`src/rtl/uart_loader_pkg.sv`:
```
// Shared types and constants for the UART word loader.
// Build option: UART_LOADER_PARITY_EN selects 8E1 framing (adds StParity).
package uart_loader_pkg;

  localparam int unsigned CLKS_PER_BIT_DEFAULT = 434;
  localparam int unsigned BYTES_PER_WORD       = 4;

  typedef enum logic [2:0] {
    StIdle,
    StStart,
    StData,
    StStop,
    StWaitHigh
`ifdef UART_LOADER_PARITY_EN
    ,
    StParity
`endif
  } rx_state_e;

endpackage

```
`src/rtl/uart_word_loader_if.sv`:
```
// RAM write port in the flag/addr/data form shared with the DMA engine.
interface uart_word_loader_if #(
  parameter int unsigned ADDR_W = 16,
  parameter int unsigned DATA_W = 32
);
  logic              RAM_write_flag;
  logic [ADDR_W-1:0] RAM_write_addr;
  logic [DATA_W-1:0] RAM_write_data;

  modport master (
    output RAM_write_flag,
    output RAM_write_addr,
    output RAM_write_data
  );

  modport slave (
    input RAM_write_flag,
    input RAM_write_addr,
    input RAM_write_data
  );
endinterface

```
`src/rtl/uart_rx_byte.sv`:
```
// Serial byte receiver: rx synchroniser, bit timer and frame FSM.
// Build option: UART_LOADER_PARITY_EN checks an even-parity bit before the stop bit.
module uart_rx_byte
  import uart_loader_pkg::*;
#(
  parameter int unsigned CLKS_PER_BIT = CLKS_PER_BIT_DEFAULT
) (
  input  logic       clk,
  input  logic       rst_n,
  input  logic       rx,
  input  logic       enable,
  output logic       byte_valid,
  output logic [7:0] byte_data,
  output logic       byte_err,
  output logic       busy
);

  localparam int unsigned CntW = $clog2(CLKS_PER_BIT + 1);
  localparam logic [CntW-1:0] HalfCnt = CntW'(CLKS_PER_BIT / 2);
  localparam logic [CntW-1:0] FullCnt = CntW'(CLKS_PER_BIT - 1);

  rx_state_e       state_q, state_d;
  logic            rx_meta_q, rx_s_q;
  logic [CntW-1:0] cnt_q;
  logic [2:0]      bit_q;
  logic [7:0]      shift_q;
  logic            half_tick, bit_tick, cnt_clr, par_bad;

  assign half_tick = (cnt_q == HalfCnt);
  assign bit_tick  = (cnt_q == FullCnt);
  assign byte_data = shift_q;

  always_ff @(posedge clk or negedge rst_n) begin
    if (!rst_n) begin
      state_q <= StIdle;
    end else begin
      state_q <= state_d;
    end
  end

  always_comb begin
    state_d = state_q;
    if (!enable) begin
      // Dropping the enable aborts any frame in flight.
      state_d = StIdle;
    end else begin
      unique case (state_q)
        StIdle:     if (!rx_s_q) state_d = StStart;
        StStart:    if (half_tick) state_d = rx_s_q ? StIdle : StData;
        StData: begin
          if (bit_tick && (bit_q == 3'd7)) begin
`ifdef UART_LOADER_PARITY_EN
            state_d = StParity;
`else
            state_d = StStop;
`endif
          end
        end
`ifdef UART_LOADER_PARITY_EN
        StParity:   if (bit_tick) state_d = StStop;
`endif
        StStop:     if (bit_tick) state_d = rx_s_q ? StIdle : StWaitHigh;
        StWaitHigh: if (rx_s_q) state_d = StIdle;
        default:    state_d = StIdle;
      endcase
    end
  end

  always_comb begin
    busy       = (state_q != StIdle);
    byte_valid = 1'b0;
    byte_err   = 1'b0;
    if (enable && (state_q == StStop) && bit_tick) begin
      byte_valid = rx_s_q && !par_bad;
      byte_err   = !rx_s_q || par_bad;
    end
    cnt_clr = (state_q == StIdle) || (state_q == StWaitHigh) || (state_d != state_q) || bit_tick;
  end

  always_ff @(posedge clk or negedge rst_n) begin
    if (!rst_n) begin
      rx_meta_q <= 1'b1;
      rx_s_q    <= 1'b1;
      cnt_q     <= '0;
      bit_q     <= '0;
      shift_q   <= '0;
    end else begin
      rx_meta_q <= rx;
      rx_s_q    <= rx_meta_q;
      cnt_q     <= cnt_clr ? '0 : cnt_q + CntW'(1);
      if (state_q == StStart) begin
        bit_q <= '0;
      end
      if ((state_q == StData) && bit_tick) begin
        shift_q <= {rx_s_q, shift_q[7:1]};
        bit_q   <= bit_q + 3'd1;
      end
    end
  end

`ifdef UART_LOADER_PARITY_EN
  logic par_err_q;

  // Even parity: data bits plus parity bit must have an even count of ones.
  always_ff @(posedge clk or negedge rst_n) begin
    if (!rst_n) begin
      par_err_q <= 1'b0;
    end else if ((state_q == StParity) && bit_tick) begin
      par_err_q <= ^{shift_q, rx_s_q};
    end
  end

  assign par_bad = par_err_q;
`else
  assign par_bad = 1'b0;
`endif

endmodule

```
`src/rtl/uart_word_loader.sv`:
```
// UART image loader: packs received bytes into little-endian words and writes them to RAM.
// Build option: UART_LOADER_PARITY_EN (8E1 framing in the byte receiver).
module uart_word_loader
  import uart_loader_pkg::*;
#(
  parameter int unsigned CLKS_PER_BIT = CLKS_PER_BIT_DEFAULT,
  parameter int unsigned ADDR_W       = 16,
  parameter int unsigned DATA_W       = 32,
  parameter int unsigned GAP_BITS     = 32
) (
  input  logic               physical_clock,
  input  logic               n_reset,
  input  logic               rx,
  input  logic               load_enb,
  input  logic [ADDR_W-1:0]  base_addr,
  uart_word_loader_if.master ram,
  output logic               busy,
  output logic [ADDR_W-1:0]  word_count,
  output logic               frame_err
);

  localparam int unsigned IdxW      = $clog2(BYTES_PER_WORD);
  localparam int unsigned GapCycles = GAP_BITS * CLKS_PER_BIT;
  localparam int unsigned GapW      = $clog2(GapCycles + 1);
  localparam logic [IdxW-1:0] LastIdx = IdxW'(BYTES_PER_WORD - 1);

  logic              byte_valid, byte_err, rx_busy;
  logic [7:0]        rx_byte;
  logic              en_q, en_rise, en_fall;
  logic [IdxW-1:0]   byte_idx_q;
  logic [DATA_W-1:0] word_q, word_d;
  logic [ADDR_W-1:0] base_q, count_q, addr_q;
  logic [DATA_W-1:0] data_q;
  logic              flag_q, frame_err_q;
  logic [GapW-1:0]   gap_q;
  logic              gap_expire;

  uart_rx_byte #(
    .CLKS_PER_BIT(CLKS_PER_BIT)
  ) u_rx (
    .clk       (physical_clock),
    .rst_n     (n_reset),
    .rx        (rx),
    .enable    (load_enb),
    .byte_valid(byte_valid),
    .byte_data (rx_byte),
    .byte_err  (byte_err),
    .busy      (rx_busy)
  );

  assign en_rise = load_enb && !en_q;
  assign en_fall = !load_enb && en_q;

  always_comb begin
    word_d = word_q;
    word_d[8*byte_idx_q +: 8] = rx_byte;
  end

  assign gap_expire = !rx_busy && (byte_idx_q != '0) && (gap_q == GapW'(GapCycles - 1));

  always_ff @(posedge physical_clock or negedge n_reset) begin
    if (!n_reset) begin
      gap_q <= '0;
    end else if (rx_busy || (byte_idx_q == '0) || gap_expire) begin
      gap_q <= '0;
    end else begin
      gap_q <= gap_q + GapW'(1);
    end
  end

  always_ff @(posedge physical_clock or negedge n_reset) begin
    if (!n_reset) begin
      en_q        <= 1'b0;
      byte_idx_q  <= '0;
      word_q      <= '0;
      base_q      <= '0;
      count_q     <= '0;
      addr_q      <= '0;
      data_q      <= '0;
      flag_q      <= 1'b0;
      frame_err_q <= 1'b0;
    end else begin
      en_q   <= load_enb;
      flag_q <= 1'b0;
      if (byte_valid) begin
        if (byte_idx_q == LastIdx) begin
          // Address uses the pre-update base/count even if load_enb rises now.
          flag_q     <= 1'b1;
          addr_q     <= base_q + count_q;
          data_q     <= word_d;
          count_q    <= count_q + ADDR_W'(1);
          byte_idx_q <= '0;
        end else begin
          word_q     <= word_d;
          byte_idx_q <= byte_idx_q + IdxW'(1);
        end
      end else if (gap_expire) begin
        byte_idx_q <= '0;
      end
      if (byte_err) begin
        frame_err_q <= 1'b1;
      end
      if (en_rise) begin
        base_q      <= base_addr;
        count_q     <= '0;
        frame_err_q <= 1'b0;
        byte_idx_q  <= '0;
      end
      if (en_fall) begin
        byte_idx_q <= '0;
      end
    end
  end

  assign ram.RAM_write_flag = flag_q;
  assign ram.RAM_write_addr = addr_q;
  assign ram.RAM_write_data = data_q;
  assign busy               = rx_busy;
  assign word_count         = count_q;
  assign frame_err          = frame_err_q;

endmodule
```
`src/flat_wrapper.sv`:
```
// flat-port wrapper written by rule: the top's interface ports become plain ports
module uart_word_loader_flat import uart_loader_pkg::*;
#(
  parameter int unsigned CLKS_PER_BIT = CLKS_PER_BIT_DEFAULT,
  parameter int unsigned ADDR_W       = 16,
  parameter int unsigned DATA_W       = 32,
  parameter int unsigned GAP_BITS     = 32
)
  (physical_clock, n_reset, rx, load_enb, base_addr, busy, word_count, frame_err, ram_RAM_write_flag, ram_RAM_write_addr, ram_RAM_write_data);
  uart_word_loader_if #(.ADDR_W(ADDR_W), .DATA_W(DATA_W)) ram_i ();
  input  logic physical_clock;
  input  logic n_reset;
  input  logic rx;
  input  logic load_enb;
  input  logic [ADDR_W-1:0] base_addr;
  output logic busy;
  output logic [ADDR_W-1:0] word_count;
  output logic frame_err;
  output wire logic [$bits(ram_i.RAM_write_flag)-1:0] ram_RAM_write_flag;
  output wire logic [$bits(ram_i.RAM_write_addr)-1:0] ram_RAM_write_addr;
  output wire logic [$bits(ram_i.RAM_write_data)-1:0] ram_RAM_write_data;
  assign ram_RAM_write_flag = ram_i.RAM_write_flag;
  assign ram_RAM_write_addr = ram_i.RAM_write_addr;
  assign ram_RAM_write_data = ram_i.RAM_write_data;
  uart_word_loader #(.CLKS_PER_BIT(CLKS_PER_BIT), .ADDR_W(ADDR_W), .DATA_W(DATA_W), .GAP_BITS(GAP_BITS)) u_core (.physical_clock(physical_clock), .n_reset(n_reset), .rx(rx), .load_enb(load_enb), .base_addr(base_addr), .ram(ram_i), .busy(busy), .word_count(word_count), .frame_err(frame_err));
endmodule
```
`config.mk`:
```
export PLATFORM = sky130hd
export DESIGN_NAME = uart_word_loader_flat
export DESIGN_NICKNAME = d
export VERILOG_FILES = /design/src/rtl/uart_loader_pkg.sv /design/src/rtl/uart_word_loader_if.sv /design/src/rtl/uart_rx_byte.sv /design/src/rtl/uart_word_loader.sv /design/src/flat_wrapper.sv
export SDC_FILE = /design/constraint.sdc
export NUM_CORES = 1
export LEC_CHECK = 0
export ABC_AREA = 1
export BUFFER_PORTS_ARGS = -buffer_cell sky130_fd_sc_hd__buf_2
export CAP_MARGIN = 20
export CORE_MARGIN = 2
export CORE_UTILIZATION = 30
export CTS_CLUSTER_DIAMETER = 150
export DETAILED_ROUTE_END_ITERATION = 12
export PLACE_DENSITY = 0.42
export SLEW_MARGIN = 20
export SYNTH_ARGS = -nofsm -noshare
export SYNTH_HDL_FRONTEND = slang
export SYNTH_SLANG_ARGS = --single-unit
```
`constraint.sdc`:
```
create_clock -name physical_clock -period 3.4 [get_ports physical_clock]
set_input_delay 0.34 -clock physical_clock [delete_from_list [all_inputs] [get_ports physical_clock]]
set_output_delay 0.34 -clock physical_clock [all_outputs]
set_load 0.01 [all_outputs]
```
==> results of run 1 <==
layout by cell type, fill, tap and decap left out, types with 3 or more instances in the layout:
cell type,instances
a21oi_1,30
buf_2,85
buf_4,8
clkbuf_16,17
clkinv_4,3
dfrtp_1,154
ha_1,27
inv_1,95
inv_6,5
nand2_1,323
nand2_2,4
nand3_1,42
nand3b_1,4
nand4_1,12
nor2_1,66
nor2_2,4
nor2_4,3
nor3_1,7
o21ai_0,61
o21ai_1,12
o21ai_2,4
o22ai_1,32
o31ai_1,6
xnor2_1,11
xor2_1,12
cells by family (layout without fill, tap and decap cells):
group | count (synthesis) | count (layout) | share of synthesized area (%)
AND/OR/NAND/NOR | 469 | 469 | 24.59
flip-flops | 156 | 156 | 49.88
AO/OA/AOI/OAI | 154 | 154 | 11.22
buffers and inverters | 127 | 228 | 7.174
adder cells (fa/ha/maj) | 28 | 28 | 4.569
XOR/XNOR | 23 | 23 | 2.572
worst min path at each step:
stage | endpoint | slack, ns | start | depth (start not counted)
global route | u_core.base_q[7]$_DFFE_PN0P_ | 0.11 | base_addr[7] | 3
finish | u_core.base_q[2]$_DFFE_PN0P_ | 0.11 | base_addr[2] | 3
detailed placement | u_core.u_rx.rx_s_q$_DFF_PN1_ | 0.35 | u_core.u_rx.rx_meta_q$_DFF_PN1_ | 0
global placement | u_core.u_rx.rx_s_q$_DFF_PN1_ | 0.35 | u_core.u_rx.rx_meta_q$_DFF_PN1_ | 0
CTS | u_core.base_q[2]$_DFFE_PN0P_ | 0.09 | base_addr[2] | 3
floorplan | u_core.base_q[0]$_DFFE_PN0P_ | 0.04 | n_reset | 0
metal layers:
| layer | track usage [%] | part of all wire [%] |
|---|---|---|
| met5 | 0 | 0 |
| met4 | 4.781 | 1.3 |
| met3 | 2.597 | 3.5 |
| met2 | 24.39 | 44 |
| met1 | 23.05 | 51 |
where the power goes:
group	leakage [nW]	total, W	switching [W]	internal (W)
sequential	1.98	0.00191	0.0000207	0.00188
combinational	2.36	0.000194	0.000133	0.0000616
clock	0.267	0.00181	0.000835	0.000971
total	4.60	0.00391	0.000988	0.00292
flip-flops by register name, indices dropped and copies added (netlist names), 3 cells and up:
register	flops
u_core.ram.RAM_write_data	32
u_core.word_q	32
u_core.base_q	16
u_core.ram.RAM_write_addr	16
u_core.word_count	16
u_core.gap_q	14
u_core.u_rx.cnt_q	9
u_core.u_rx.byte_data	8
u_core.u_rx.bit_q	3
u_core.u_rx.state_q	3
metrics by stage:
step | utilization [%] | std cells | setup WS, ns
floorplan | - | 957 | 1.341
global placement | 33.21 | 1359 | 0.9211
detailed placement | 33.21 | 1359 | 0.8869
CTS | 35.41 | 1393 | 0.8726
global route | 35.41 | 1393 | 0.6530
finish | 35.41 | 1393 | 0.9260
critical path, stage by stage (launching register included):
cell,delay [ns]
dfrtp_1,0.39
inv_1,0.06
ha_1,0.17
nand4_1,0.16
nor2_4,0.17
nand2_2,0.10
nor2_4,0.10
nand2_2,0.09
inv_2,0.09
nand2_2,0.46
buf_4,0.43
nand2_1,0.08
nand2_1,0.05
layout make-up:
cell class / count / area (um2) / share of cell area [%]
clock inverters: 13 / 106.4 / 1.162
well taps: 335 / 419.2 / 4.582
flip-flops and latches: 156 / 3906 / 42.70
inverters: 99 / 374.1 / 4.089
clock buffers: 19 / 442.9 / 4.841
multi-input cells: 674 / 3363 / 36.76
repair buffers: 97 / 536.8 / 5.867
repair_timing:
item / 4_1_cts / 5_1_grt
endpoints found under the hold margin: 56 / 0
setup buffers: 0 / 0
hold buffers: 2 / 0
==> impl_metrics.tcl, run 1 <==
set metrics [dict create \
    status "finished, final reports clean" \
    end_kind "register" \
    ir_drop_uv 250.5 \
    antenna_found_initial 0 \
    finalMaxSlewViolations 0 \
    r2r_slack_ns 0.93 \
    synth_most_common_cell "nand2_1" \
    cts_resized 0 \
    finalPower_w 0.003905 \
    rows 59 \
    rsz0062_at_grt "no" \
    timing.rr.end "u_core.ram.RAM_write_data[24]$_DFFE_PN0P_" \
    cts_buffers 17 \
    grt_pass1_vias 6255 \
    dp_hpwl_um 14770 \
    synth_commonest_cells "nand2_1, dfrtp_1, inv_1, nor2_1, o21ai_0" \
    critPathLaunchType "register" \
    fmax_mhz 404.2 \
    ys_ff_latch 156 \
    clock_latency_ns 0.43 \
    period_share_pct 72.76 \
    clk_pin_slew_ns 0.07 \
    syn_area_mm2 0.007831 \
    first_pass_iters 5 \
    diodes 0 \
    yosysTopAreaCell "dfrtp_1" \
    cp-endpoint "u_core.ram.RAM_write_data[24]$_DFFE_PN0P_" \
    maxCapViolCount 0 \
    worstSetupPathType "register to register" \
    power_density_mw_per_mm2 426.9 \
    syn-instance-count 957 \
    initial_utilization_pct 30.31 \
    fp.dieW_um 165.6 \
    worst_slew_pin_slew_ns 0.8285 \
    finalClockSkew_ns 0.01392 \
    synth_edf_count 0 \
    yosysTopAreaCellShare_pct 49.21 \
    r2r_cells 12 \
    grt_pass1_wl_um 33700 \
    postRouteAntennaNets 0 \
    synth_top_flop_cell "dfrtp_1" \
    timing.slew.headroom_pct 44.57 \
    tns_ns 0 \
    cts_buffer_depth 2 \
    async_flop_share_pct 100.0 \
    final_area_mm2 0.009149 \
    yosysUniqueCellTypes 38 \
    portBuffers 86 \
    core-area_mm2 0.02584 \
    cts.sinks 156 \
    die_area_mm2 0.02741 \
    globalplace.congestion 0.8006 \
    cp_max_fo 35 \
    hold_path.class "primary input to register" \
    drc 0 \
    worstPathRequired_ns 3.72 \
    viasPerCell 4.584 \
    synth_top_cells_by_area "dfrtp_1, nand2_1, inv_1" \
    dpl_cell_area_mm2 0.008579 \
    setup_viol 0 \
    final_nets 1093 \
    wl_um 20760 \
    finalHoldViolCount 0 \
    fillers 2746 \
    crit_start "u_core.u_rx.cnt_q[1]$_DFF_PN0_" \
    wire_per_inst_um 14.91 \
    num_io_pins 87 \
    seq_area_frac_synth_pct 49.88 \
    hold_ws_ns 0.1107 \
    grt_overflow_total 0 \
    grt_max_degree 78 \
    cts_tree "done" \
    leakagePower_nw 4.599 \
    die-height_um 165.6 \
    h-tree-depth 4 \
    grtUsageTotal_pct 15.93 \
    yosysWarnings 0 \
    root_buffer "clkbuf_16" \
    route.vias.total 6386 \
    drt_iter0_drc 387 \
    syn_avg_cell_area_um2 8.183 \
    syn2layout_area_growth_pct 16.82 \
    cp.arrival_ns 2.80 \
    synth_nets 1005 \
    drive_above_1_share_pct 14.08 \
    period_minus_slack_ns 2.474 \
    timing.rr.start "u_core.u_rx.cnt_q[1]$_DFF_PN0_" \
]
(Power assumes the default switching activity.)
==> run 2, diff against run 1 <==
--- a/config.mk
+++ b/config.mk
@@ -12,7 +12,7 @@
 export CORE_UTILIZATION = 30
 export CTS_CLUSTER_DIAMETER = 150
 export DETAILED_ROUTE_END_ITERATION = 12
-export PLACE_DENSITY = 0.42
+export PLACE_DENSITY = 0.44
 export SLEW_MARGIN = 20
 export SYNTH_ARGS = -nofsm -noshare
 export SYNTH_HDL_FRONTEND = slang
==> constraint.sdc (replaced) <==
create_clock -name physical_clock -period 2.11 [get_ports physical_clock]
set_input_delay 0.211 -clock physical_clock [delete_from_list [all_inputs] [get_ports physical_clock]]
set_output_delay 0.211 -clock physical_clock [all_outputs]
set_load 0.01 [all_outputs]
==> run 2 against run 1 <==
Against the previous run:
- first-iteration DRC count is 9.3% higher
- combinational power is 81% higher
- wire length is 3.8% higher
- die area stayed put
- worst hold slack worse by 0.079 ns
- critical path depth stayed put
- critical path type unchanged
- non-clock buffer count is 45 higher
- sequential share of layout area is 2.4 points lower
- cell area is 6.0% higher
- final cell count is 3.2% higher
- highest routed layer unchanged
==> impl_metrics.tcl, run 2 (synthesis gave the netlist of run 1 again) <==
set metrics [dict create \
    syn2layout_area_growth_pct 23.89 \
    fmax_mhz 508.5 \
    hold_path.class "primary input to register" \
    ir_drop_uv 500.8 \
    route.vias.total 6648 \
    wl_um 21550 \
    h-tree-depth 4 \
    core-area_mm2 0.02584 \
    dp_hpwl_um 15010 \
    tns_ns 0 \
    setup_viol 0 \
    clock_latency_ns 0.43 \
    root_buffer "clkbuf_16" \
    first_pass_iters 5 \
    drt_iter0_drc 423 \
    layout_common_cells "nand2_1, dfrtp_1, inv_1" \
    initial_utilization_pct 30.31 \
    worstSetupPathType "register to register" \
    cts.sinks 156 \
    clk_pin_slew_ns 0.07 \
    finalMaxSlewViolations 0 \
    viasPerCell 4.623 \
    finalHoldViolCount 0 \
    maxCapViolCount 0 \
    grt_overflow_total 0 \
    wire_per_inst_um 14.99 \
    grt_pass1_wl_um 33710 \
    finish.utilization_pct 37.55 \
    die-height_um 165.6 \
    antenna_found_initial 0 \
    drive_above_1_share_pct 16.68 \
    cts_buffer_depth 2 \
    rows 59 \
    drc 0 \
    finalClockSkew_ns 0.01385 \
    num_io_pins 87 \
    r2r_slack_ns 0.14 \
    holdPathEnd "u_core.base_q[12]$_DFFE_PN0P_" \
    timing.slew.headroom_pct 69.58 \
    critPathLaunchType "register" \
    cp_max_fo 26 \
    status "finished, final reports clean" \
    end_kind "register" \
    worst_slew_pin_slew_ns 0.4549 \
    period_minus_slack_ns 1.966 \
    grt_max_degree 54 \
    finalPower_w 0.006439 \
    r2r_cells 12 \
    hold_start "base_addr[12]" \
    period_share_pct 93.20 \
    timing.rr.start "u_core.u_rx.cnt_q[1]$_DFF_PN0_" \
    portBuffers 86 \
    grt_pass1_vias 6340 \
    postRouteAntennaNets 0 \
    fp.dieW_um 165.6 \
    layout_commonest_cell "nand2_1" \
    globalplace.congestion 0.8474 \
    final_nets 1138 \
    timing.rr.end "u_core.ram.RAM_write_data[17]$_DFFE_PN0P_" \
    die_area_mm2 0.02741 \
    cts_tree "done" \
    grtUsageTotal_pct 16.00 \
    worstPathRequired_ns 2.43 \
    diodes 0 \
    cts_buffers 17 \
    leakagePower_nw 4.915 \
    power_density_mw_per_mm2 663.7 \
    hold_depth 3 \
    cp.arrival_ns 2.29 \
]
-- run 2: cell types whose count changed in the layout (fill, tap and decap cells not counted), sizes merged --
cell,change
clkinv,+2
dlygate4sd3,+14
clkbuf,+4
inv,-4
buf,+28
bufinv,+1
-- run 2: metrics by stage --
step / setup slack (ns) / area (um2) / hold WS, ns / instances
final: 0.1435 / 9702 / 0.03195 / 1438
after global routing: -0.02532 / 9702 / 0.03409 / 1438
after CTS: 0.03841 / 9539 / 0.006948 / 1431
after detailed placement: 0.05789 / 8810 / 0.1731 / 1383
after global placement: 0.08762 / 8810 / 0.1727 / 1383
after floorplan: 0.05073 / 7831 / -0.08459 / 957
-- run 2: critical path, stage by stage (launching register included) --
cell     delay, ns
dfrtp_1       0.39
inv_1         0.10
ha_4          0.15
nand4_1       0.14
nor2_4        0.20
nand2_4       0.08
nor2_4        0.14
nand2_4       0.09
inv_4         0.08
nand2_4       0.09
buf_4         0.25
nand2_1       0.09
nand2_1       0.05
-- run 2: per-layer routing --
layer	up-vias	global-route usage, %	routed length, um
met3	15	2.348	724
met1	3160	23.45	11070
met5	-	0	0
met4	0	4.937	237
li1	3365	-	-
met2	108	24.29	9523
-- run 2: cell type report --
type | instances | area (um2)
Sequential cell | 156 | 3906
Tap cell | 335 | 419.2
Timing Repair Buffer | 142 | 1023
Fill cell | 2739 | 16140
Clock inverter | 12 | 112.6
Inverter | 99 | 379.1
Multi-Input combinational cell | 674 | 3405
Clock buffer | 20 | 456.7
-- run 2: worst max-delay path by stage --
stage	startpoint	end	slack [ns]	cells after the start
floorplan	u_core.word_count[0]$_DFFE_PN0P_	u_core.ram.RAM_write_addr[10]$_DFFE_PN0P_	0.05	11
global placement	u_core.u_rx.cnt_q[1]$_DFF_PN0_	u_core.word_count[2]$_DFFE_PN0P_	0.09	12
detailed placement	u_core.u_rx.cnt_q[1]$_DFF_PN0_	u_core.word_count[2]$_DFFE_PN0P_	0.06	12
CTS	u_core.u_rx.cnt_q[1]$_DFF_PN0_	u_core.word_count[2]$_DFFE_PN0P_	0.04	12
global route	u_core.u_rx.cnt_q[1]$_DFF_PN0_	u_core.word_q[8]$_DFFE_PN0P_	-0.03	13
finish	u_core.u_rx.cnt_q[1]$_DFF_PN0_	u_core.ram.RAM_write_data[17]$_DFFE_PN0P_	0.14	12
-- run 2: what timing repair did --
item	in CTS	in global routing
setup buffers	0	4
hold buffers	16	0
hold endpoints to repair	55	0
setup endpoints to repair	0	95
resized for setup	0	16
-- run 2: power by group --
part           internal (W)  switching [W]  total (W)
sequential          0.00304      0.0000366    0.00307
combinational      0.000125       0.000227   0.000351
clock               0.00170        0.00132    0.00301
total               0.00486        0.00158    0.00644
